<file path="config.mk">
export PLATFORM = sky130hd
export DESIGN_NAME = gray_symbol_serializer
export DESIGN_NICKNAME = d
export VERILOG_FILES = /design/src/rtl/gray_pkg.sv /design/src/rtl/gray_sym_fifo.sv /design/src/rtl/gray_symbol_serializer.sv
export SDC_FILE = /design/constraint.sdc
export NUM_CORES = 1
export LEC_CHECK = 0
export CAP_MARGIN = 0
export CORE_ASPECT_RATIO = 0.75
export CORE_MARGIN = 1.5
export CORE_UTILIZATION = 50
export CTS_BUF_LIST = sky130_fd_sc_hd__clkbuf_4
export CTS_CLUSTER_SIZE = 25
export DETAILED_ROUTE_END_ITERATION = 8
export PLACE_DENSITY = 0.77
export SYNTH_ARGS = -nofsm -noshare
export SYNTH_HDL_FRONTEND = slang
export SYNTH_SLANG_ARGS = --single-unit
</file>
<file path="constraint.sdc">
create_clock -name clk -period 1.3 [get_ports clk]
set_input_delay 0.26 -clock clk [delete_from_list [all_inputs] [get_ports clk]]
set_output_delay 0.26 -clock clk [all_outputs]
set_load 0.1 [all_outputs]
</file>
<file path="src/rtl/gray_pkg.sv">
// Shared types and helpers for the Gray symbol serializer and its FIFO.
package gray_pkg;

    localparam int unsigned PAM4_BITS    = 2;
    localparam int unsigned MAX_SYM_BITS = 8;

    typedef enum logic {
        IDLE  = 1'b0,
        SHIFT = 1'b1
    } ser_state_e;

    // Zero-extended input keeps the prefix XOR valid for any width up to MAX_SYM_BITS
    function automatic logic [MAX_SYM_BITS-1:0] gray2bin(input logic [MAX_SYM_BITS-1:0] g);
        logic [MAX_SYM_BITS-1:0] b;
        b[MAX_SYM_BITS-1] = g[MAX_SYM_BITS-1];
        for (int i = MAX_SYM_BITS - 2; i >= 0; i--) begin
            b[i] = b[i+1] ^ g[i];
        end
        return b;
    endfunction

    function automatic int unsigned lvl_w(input int unsigned depth);
        return $clog2(depth) + 1;
    endfunction

endpackage

</file>
<file path="src/rtl/gray_sym_fifo.sv">
// Synchronous symbol FIFO with registered write-ready, empty and level.
module gray_sym_fifo
    import gray_pkg::*;
#(
    parameter int unsigned WIDTH = PAM4_BITS,
    parameter int unsigned DEPTH = 4,
    localparam int unsigned LVL_W = lvl_w(DEPTH)
) (
    input  logic             clk,
    input  logic             rstn,
    input  logic             push,
    input  logic [WIDTH-1:0] push_data,
    input  logic             pop,
    output logic [WIDTH-1:0] pop_data,
    output logic             wr_ready,
    output logic             empty,
    output logic [LVL_W-1:0] level
);

    localparam int unsigned PTR_W = $clog2(DEPTH);

    logic [WIDTH-1:0] mem [DEPTH];
    logic [PTR_W-1:0] wr_ptr;
    logic [PTR_W-1:0] rd_ptr;
    logic             do_push;
    logic             do_pop;
    logic [LVL_W-1:0] level_d;

    assign do_push  = push && wr_ready;
    assign do_pop   = pop && !empty;
    assign pop_data = mem[rd_ptr];

    always_comb begin
        level_d = level;
        if (do_push && !do_pop) begin
            level_d = level + LVL_W'(1);
        end else if (!do_push && do_pop) begin
            level_d = level - LVL_W'(1);
        end
    end

    // wr_ready stays low through reset so nothing is accepted until the first edge after release
    always_ff @(posedge clk or negedge rstn) begin
        if (!rstn) begin
            wr_ptr   <= '0;
            rd_ptr   <= '0;
            level    <= '0;
            wr_ready <= 1'b0;
            empty    <= 1'b1;
        end else begin
            if (do_push) wr_ptr <= wr_ptr + PTR_W'(1);
            if (do_pop)  rd_ptr <= rd_ptr + PTR_W'(1);
            level    <= level_d;
            wr_ready <= (level_d != LVL_W'(DEPTH));
            empty    <= (level_d == '0);
        end
    end

    always_ff @(posedge clk) begin
        if (do_push) mem[wr_ptr] <= push_data;
    end

endmodule

</file>
<file path="src/rtl/gray_symbol_serializer.sv">
// Gray-decodes PAM-N symbols, buffers them and serialises one bit per cycle with valid/ready.
// Optional GRAY_DEC_BYPASS_EN adds gray_bypass to write sym_in undecoded.
module gray_symbol_serializer
    import gray_pkg::*;
#(
    parameter int unsigned BITS_PER_SYM = PAM4_BITS,
    parameter int unsigned FIFO_DEPTH   = 4,
    parameter int unsigned MSB_FIRST    = 1,
    localparam int unsigned LVL_W = lvl_w(FIFO_DEPTH)
) (
    input  logic                    clk,
    input  logic                    rstn,
    input  logic [BITS_PER_SYM-1:0] sym_in,
    input  logic                    sym_in_valid,
    output logic                    sym_in_ready,
    output logic                    bit_out,
    output logic                    bit_out_valid,
    input  logic                    bit_out_ready,
    output logic [LVL_W-1:0]        fifo_level,
    output logic                    drop_pulse,
    output logic                    overflow_sticky,
`ifdef GRAY_DEC_BYPASS_EN
    input  logic                    gray_bypass,
`endif
    input  logic                    clr_sticky
);

    localparam int unsigned CNT_W = $clog2(BITS_PER_SYM);

    logic [BITS_PER_SYM-1:0] dec_sym;
    logic [BITS_PER_SYM-1:0] fifo_data;
    logic                    fifo_empty;
    logic                    pop;
    logic                    drop;

    ser_state_e              state_q, state_d;
    logic [BITS_PER_SYM-1:0] shreg_q, shreg_d, shift_next;
    logic [CNT_W-1:0]        cnt_q, cnt_d;
    logic                    valid_q;

`ifdef GRAY_DEC_BYPASS_EN
    assign dec_sym = gray_bypass ? sym_in
                                 : BITS_PER_SYM'(gray2bin(MAX_SYM_BITS'(sym_in)));
`else
    assign dec_sym = BITS_PER_SYM'(gray2bin(MAX_SYM_BITS'(sym_in)));
`endif

    gray_sym_fifo #(
        .WIDTH (BITS_PER_SYM),
        .DEPTH (FIFO_DEPTH)
    ) u_fifo (
        .clk       (clk),
        .rstn      (rstn),
        .push      (sym_in_valid),
        .push_data (dec_sym),
        .pop       (pop),
        .pop_data  (fifo_data),
        .wr_ready  (sym_in_ready),
        .empty     (fifo_empty),
        .level     (fifo_level)
    );

    // Ready comes from a register, so a same-cycle pop on a full FIFO still drops the push
    assign drop = sym_in_valid && !sym_in_ready;

    assign shift_next = (MSB_FIRST != 0) ? {shreg_q[BITS_PER_SYM-2:0], 1'b0}
                                         : {1'b0, shreg_q[BITS_PER_SYM-1:1]};

    assign bit_out       = (MSB_FIRST != 0) ? shreg_q[BITS_PER_SYM-1] : shreg_q[0];
    assign bit_out_valid = valid_q;

    // Serialiser next state: load on pop, shift on accept, reload on the last bit without a bubble
    always_comb begin
        state_d = state_q;
        shreg_d = shreg_q;
        cnt_d   = cnt_q;
        pop     = 1'b0;
        unique case (state_q)
            IDLE: begin
                if (!fifo_empty) begin
                    pop     = 1'b1;
                    shreg_d = fifo_data;
                    cnt_d   = CNT_W'(BITS_PER_SYM - 1);
                    state_d = SHIFT;
                end
            end
            SHIFT: begin
                if (bit_out_ready) begin
                    if (cnt_q == '0) begin
                        if (!fifo_empty) begin
                            pop     = 1'b1;
                            shreg_d = fifo_data;
                            cnt_d   = CNT_W'(BITS_PER_SYM - 1);
                        end else begin
                            shreg_d = '0;
                            state_d = IDLE;
                        end
                    end else begin
                        shreg_d = shift_next;
                        cnt_d   = cnt_q - CNT_W'(1);
                    end
                end
            end
            default: state_d = IDLE;
        endcase
    end

    always_ff @(posedge clk or negedge rstn) begin
        if (!rstn) begin
            state_q <= IDLE;
            shreg_q <= '0;
            cnt_q   <= '0;
            valid_q <= 1'b0;
        end else begin
            state_q <= state_d;
            shreg_q <= shreg_d;
            cnt_q   <= cnt_d;
            valid_q <= (state_d == SHIFT);
        end
    end

    // A drop in the same cycle as clr_sticky leaves the flag set
    always_ff @(posedge clk or negedge rstn) begin
        if (!rstn) begin
            drop_pulse      <= 1'b0;
            overflow_sticky <= 1'b0;
        end else begin
            drop_pulse <= drop;
            if (drop) begin
                overflow_sticky <= 1'b1;
            end else if (clr_sticky) begin
                overflow_sticky <= 1'b0;
            end
        end
    end

endmodule

</file>
==> impl_metrics.yaml, run 1 <==
power_and_ir_drop:
  seqPwrFrac_pct: 30.4
  comb_power_share_pct: 61.7
  p_sw_share_pct: 42.35
  power_mw: 4.186
  p_sw_mw: 1.772
  pwr_density_cell_nw_per_um2: 2517
  clkPwrFrac_pct: 7.9
  max-vdd-ir-drop_uv: 2230
  p_int_mw: 2.413
  p_leak_nw: 0.7573
clock_tree:
  htreeDepth: 1
  clock-sinks: 23
  root_buffer: "clkbuf_4"
  worstSkewPairLatency_ns: 0.32
  cts_tree: "yes"
  cts_buffers: 3
  clk_pin_slew_ns: 0.12
  clockBufferDepth: 2
  hold_buffers: 0
global_route:
  grt_max_degree: 16
  grtUsageTotal_pct: 22.32
  grt_pass1_wl_mm: 3.933
  grt_pass1_vias: 842
  overflow: 0
  antenna_found_initial: 0
setup_path:
  cp.required_ns: 1.57
  crit_chain: "clkdlybuf4s50_1 -> nand2_4 -> or3_4 -> mux2i_1 -> a32o_2 -> nor2b_4"
  path_class: "in2reg"
  critPathMaxFanout: 3
  worstSetupEndpointType: "flip-flop"
  cp_top_family: "simple AND/OR/NAND/NOR gates"
  cp_slowest_cell: "clkdlybuf4s50_1"
  cpPeakStageDelay_ns: 0.60
  startpoint_type: "primary input"
  arrival_ns: 1.75
  path_buf_inv: 1
die:
  die_area_um2: 2525
  fp.dieH_um: 43.89
  die_x_um: 57.53
  core_um2: 2049
  start_util_pct: 54.40
  ioPinCount: 15
  num_rows: 14
place:
  dp_slack_ns: -0.6129
  gp_congestion: 0.8171
  port_buffers: 14
  hpwl_mm: 1.715
  dp_cells: 144
yosys:
  synth-edff-count: 8
  async_flop_share_pct: 65.22
  synth_cells: 88
  seq_area_frac_synth_pct: 55.33
  yosys.area.top_type: "dfrtp_1"
  ys.flop_type: "dfrtp_1"
  synthTopCellsByArea: "dfrtp_1 31%, edfxtp_1 22%, ha_1 6.7%"
  synth_area_um2: 1115
  ys_ff_latch: 23
  syn_nets: 101
  syn_area_per_cell_um2: 12.67
  yosysWarnings: 0
  synthDistinctLibCells: 32
  synth_top_area_share_pct: 31.43
drt:
  via_count: 832
  first_pass_iters: 4
  drt-total-wl_mm: 2.470
  ant_nets: 0
  wl_per_cell_um: 15.94
  initialDrtViolationCount: 36
  avgViaCountPerCell: 5.368
  drc: 0
run_status:
  status: "finished with violations"
  violations: "negative setup slack"
layout:
  nFillCells: 131
  instances_no_fill: 155
  multi_input_area_um2: 504.2
  area_growth_pct: 49.16
  drive_gt1_share_pct: 49.62
  regArea_um2: 634.4
  fin_nets: 145
  diodes: 0
job:
  drv_cap: 0
timing:
  finalWorstSetupSlack_ns: -0.1851
  tns_ns: -1.127
  skew_ns: 0.003358
  period_share_pct: 114.2
  max_slew_margin_pct: 77.64
  final_hold_viol_count: 0
  rsz0062_at_grt: "yes"
  max_freq_mhz: 673.3
  drv_slew: 0
  min_period_ns: 1.485
  holdWs_ns: 0.2395
  tightestPinTransition_ns: 0.3343
  setup_viol: 10
min_path:
  min_path_type: "in2async"
## routing by layer
metal	up-vias	GRT usage, %	wire [um]
met4	0	10.70	55
met1	411	25.05	1013
met5	-	0	0
met3	6	7.761	174
met2	25	38.41	1227
li1	390	-	-
## worst reg2reg max path, cell delays in order, from the launching register on
cell	delay [ns]
dfrtp_4	0.50
buf_6	0.12
ha_1	0.18
nand3_1	0.10
mux2i_4	0.08
xor2_2	0.18
buf_4	0.15
nor2b_4	0.09
## through the flow
| step | util [%] | instance area [um2] |
|---|---|---|
| finish | 81.14 | 1663 |
| floorplan | - | 1152 |
| detailed placement | 74.85 | 1534 |
| CTS | 79.06 | 1620 |
| global route | 81.14 | 1663 |
| global placement | 74.85 | 1534 |
## cell families after synthesis
group                      count (synthesis)  synth area share [%]
xor gates and xnor gates                   6                 5.388
buffers and inverters                      8                 3.031
adders and majority gates                  6                 6.734
muxes                                      5                 7.968
and+or+nand+nor                           26                 13.02
DFF                                       23                 55.33
AOI/OAI and AO/OA                         14                 8.531
## final timing paths
| kind | from | endpoint | slack (ns) | cells after the start |
|---|---|---|---|---|
| min in group clk | bit_out_ready | cnt_q$_DFFE_PN0P_ | 0.33 | 3 |
| max in group asynchronous | rstn | u_fifo.empty$_DFF_PN1_ | 0.81 | 2 |
| worst min-delay path | rstn | shreg_q[1]$_DFFE_PN0P_ | 0.24 | 2 |
| worst min register to register | shreg_q[0]$_DFFE_PN0P_ | shreg_q[0]$_DFFE_PN0P_ | 0.52 | 2 |
| worst max-delay path | sym_in_valid | u_fifo.empty$_DFF_PN1_ | -0.19 | 6 |
| worst max register to register | u_fifo.level[0]$_DFF_PN0_ | u_fifo.empty$_DFF_PN1_ | -0.17 | 7 |
## state kept, by name, indices dropped and copies added (netlist names)
register / cells
u_fifo.wr_ready: 1
u_fifo.rd_ptr: 2
cnt_q: 1
shreg_q: 2
bit_out_valid: 1
u_fifo.wr_ptr: 2
overflow_sticky: 1
u_fifo.level: 3
drop_pulse: 1
u_fifo.empty: 1
u_fifo.mem: 8
## power by group through the flow
stage	clock [mW]	sequential (mW)	combinational, mW
final	0.331	1.27	2.58
after global routing	0.366	1.31	2.74
after CTS	0.343	1.27	2.50
after detailed placement	0	1.27	2.33
after global placement	0	1.26	2.23
after floorplan	0	1.88	0.786
## final cells by class
| cell class | count | area share (%) |
|---|---|---|
| inverter | 7 | 1.580 |
| tap | 24 | 1.806 |
| clock buffer | 3 | 1.354 |
| timing repair buffer | 40 | 26.49 |
| multi-input combinational | 57 | 30.32 |
| clock inverter | 1 | 0.3010 |
| sequential | 23 | 38.15 |
## placed cells by master, fill, tap and decap left out, drive strengths merged
cell / count
o21ba: 1
xor2: 3
nor2: 6
and3: 4
xnor2: 3
mux4: 2
nand3: 1
inv: 7
dfstp: 1
clkbuf: 3
o211ai: 2
a221oi: 1
a32o: 1
nor2b: 4
nand2: 8
clkinv: 1
o31ai: 1
clkdlybuf4s50: 5
o21ai: 4
mux2i: 2
ha: 6
buf: 34
and2b: 1
mux2: 1
dfrtp: 14
a31oi: 1
nor3b: 1
a21o: 1
or3: 1
dlymetal6s2s: 1
a21oi: 2
edfxtp: 8
## synthesized netlist by cell type (all sizes together), types with 2 or more instances
cell	count
a21oi	2
and3	4
dfrtp	14
edfxtp	8
ha	6
inv	7
mux2i	2
mux4	2
nand2	8
nor2	6
nor2b	4
o211ai	2
o21ai	4
xnor2	3
xor2	3
## repair_timing
item	in CTS	in global routing
cloned	0	0
buffers inserted	4	3
endpoints found under the setup margin	12	12
pin swaps	4	4
resized for setup	9	10
No activity file was read; power rests on OpenSTA's default activity.
==> inputs of run 2 (changes only) <==
PLACE_DENSITY = 0.76   (was 0.77)
SYNTH_HIERARCHICAL = 1   (was unset)
==> impl_metrics.yaml, run 2 <==
run_status:
  status: "finished with violations"
  violations: "negative setup slack"
drt:
  first_pass_iters: 6
  avgViaCountPerCell: 5.478
  via_count: 871
  drt-total-wl_mm: 2.561
  initialDrtViolationCount: 42
  wl_per_cell_um: 16.11
  ant_nets: 0
  drc: 0
timing:
  max_slew_margin_pct: 79.23
  setup_viol: 11
  rsz0062_at_grt: "yes"
  final_hold_viol_count: 0
  skew_ns: 0.003525
  period_share_pct: 122.9
  tightestPinTransition_ns: 0.3105
  max_freq_mhz: 625.8
  finalWorstSetupSlack_ns: -0.2979
  drv_slew: 0
  min_period_ns: 1.598
layout:
  top_regs: "u_fifo/mem: 8 flops, u_fifo/level: 3 flops"
  largest_register_ffs: 8
  drive_gt1_share_pct: 49.63
  final_common_cell: "buf_4"
  top_register: "u_fifo/mem"
  instances_no_fill: 159
  nFillCells: 115
  area_growth_pct: 51.98
  diodes: 0
  final_cell_mix: "24 x buf_4, 9 x dfrtp_1, 9 x buf_12"
  fin_nets: 149
place:
  port_buffers: 14
  gp_congestion: 0.7920
  dp_slack_ns: -0.5798
  dp_cells: 147
  hpwl_mm: 1.768
global_route:
  grtUsageTotal_pct: 23.66
  grt_max_degree: 16
  overflow: 0
  grt_pass1_vias: 947
  grt_pass1_wl_mm: 4.312
  antenna_found_initial: 0
yosys:
  yosysWarnings: 6
  synth-edff-count: 8
  yosys.area.top_type: "dfrtp_1"
  synth_top_area_share_pct: 30.84
  synthTopCellsByArea: "dfrtp_1 31%, edfxtp_1 21%, ha_1 6.6%"
  seq_area_frac_synth_pct: 54.30
  yosysMostFrequentCell: "dfrtp_1"
  synth_cells: 87
  synth_area_um2: 1136
  ys.flop_type: "dfrtp_1"
  synth.top_cells.by_count: "14 x dfrtp_1, 8 x edfxtp_1, 7 x inv_1"
  syn_area_per_cell_um2: 13.06
  async_flop_share_pct: 65.22
  ys_ff_latch: 23
  synthDistinctLibCells: 36
  syn_nets: 100
setup_path:
  worstSetupEndpointType: "flip-flop"
  startpoint_type: "flip-flop"
  cp_slowest_cell: "dfstp_2"
  cpPeakStageDelay_ns: 0.60
  critPathMaxFanout: 6
  arrival_ns: 1.82
  crit_chain: "a21oi_4 -> nor2b_4 -> or4_4 -> nand3_4 -> nand2_1"
  path_class: "reg2reg"
  cp.required_ns: 1.53
  rrSetupSlack_ns: -0.30
die:
  core_um2: 2067
  fp.dieH_um: 44.28
  start_util_pct: 54.96
  die_x_um: 58.04
  die_area_um2: 2570
  num_rows: 14
  ioPinCount: 15
clock_tree:
  cts_tree: "yes"
  cts_buffers: 3
  worstSkewPairLatency_ns: 0.33
  clock-sinks: 23
  clk_pin_slew_ns: 0.12
  clockBufferDepth: 2
  root_buffer: "clkbuf_4"
  htreeDepth: 1
power_and_ir_drop:
  pwr_density_cell_nw_per_um2: 2776
  power_mw: 4.793
  p_leak_nw: 0.7809
  max-vdd-ir-drop_uv: 2483
job:
  drv_cap: 0
min_path:
  min_path_type: "in2async"
run 2: cells by family after synthesis:
| kind of cell | count (synthesis) | share of synthesized area (%) |
|---|---|---|
| and+or+nand+nor | 25 | 14.32 |
| DFF | 23 | 54.30 |
| AOI/OAI and AO/OA | 15 | 10.35 |
| buffers and inverters | 8 | 3.304 |
| xor gates and xnor gates | 6 | 5.287 |
| adders and majority gates | 6 | 6.608 |
| muxes | 4 | 5.837 |
run 2: area by class of cell:
class | instances | area (um2) | share of cell area (%)
Multi-Input combinational cell | 56 | 523.0 | 30.29
Clock buffer | 3 | 22.52 | 1.304
Sequential cell | 23 | 633.1 | 36.67
Tap cell | 24 | 30.03 | 1.739
Clock inverter | 1 | 5.005 | 0.2899
Timing Repair Buffer | 45 | 486.7 | 28.19
Inverter | 7 | 26.28 | 1.522
run 2: worst max-delay path: cells and delay by family (launching register included):
| kind | cells | cell delay (ns) |
|---|---|---|
| AND/OR/NAND/NOR | 4 | 0.85 |
| flip-flops | 1 | 0.60 |
| AO/OA/AOI/OAI | 1 | 0.04 |
run 2: what timing repair did:
item | in CTS | in global routing
gates cloned | 0 | 0
resized for setup | 10 | 2
pin swaps | 2 | 2
hold buffers | 0 | 0
endpoints found under the setup margin | 10 | 14
hold endpoints to repair | 0 | 0
buffers inserted | 7 | 2
run 2: report_power, final:
part | switching, mW | internal (mW) | leakage (nW)
clock | 0.221 | 0.116 | 0.0177
sequential | 0.237 | 1.07 | 0.247
combinational | 1.65 | 1.50 | 0.516
run 2: path summary, 6_finish.rpt:
check                           cells after the start                   endpoint              startpoint
worst max register to register                      5  u_fifo/wr_ready$_DFF_PN0_  u_fifo/empty$_DFF_PN1_
min in group clk                                    4          cnt_q$_DFFE_PN0P_           bit_out_ready
worst max-delay path                                5  u_fifo/wr_ready$_DFF_PN0_  u_fifo/empty$_DFF_PN1_
worst min-delay path                                2     shreg_q[1]$_DFFE_PN0P_                    rstn
max in group asynchronous                           2     u_fifo/empty$_DFF_PN1_                    rstn
worst min register to register                      1     shreg_q[0]$_DFFE_PN0P_  shreg_q[0]$_DFFE_PN0P_
run 2: layer usage:
metal,up-vias,share of wire [%],global-route usage [%]
met3,5,5.8,5.556
li1,414,-,-
met1,428,41,27.99
met5,-,0,0
met4,0,1.9,10.23
met2,24,52,41.82
run 2: stage by stage:
stage / hold slack, ns / TNS, ns / utilization (%) / cell area (um2)
2_1_floorplan: -0.03559 / -1.739 / - / 1160
3_3_place_gp: 0.4906 / -4.317 / 76.03 / 1572
3_5_place_dp: 0.4920 / -4.916 / 76.03 / 1572
4_1_cts: 0.2457 / -1.321 / 81.60 / 1687
5_1_grt: 0.2489 / -2.202 / 83.54 / 1727
6_report: 0.2323 / -1.622 / 83.54 / 1727
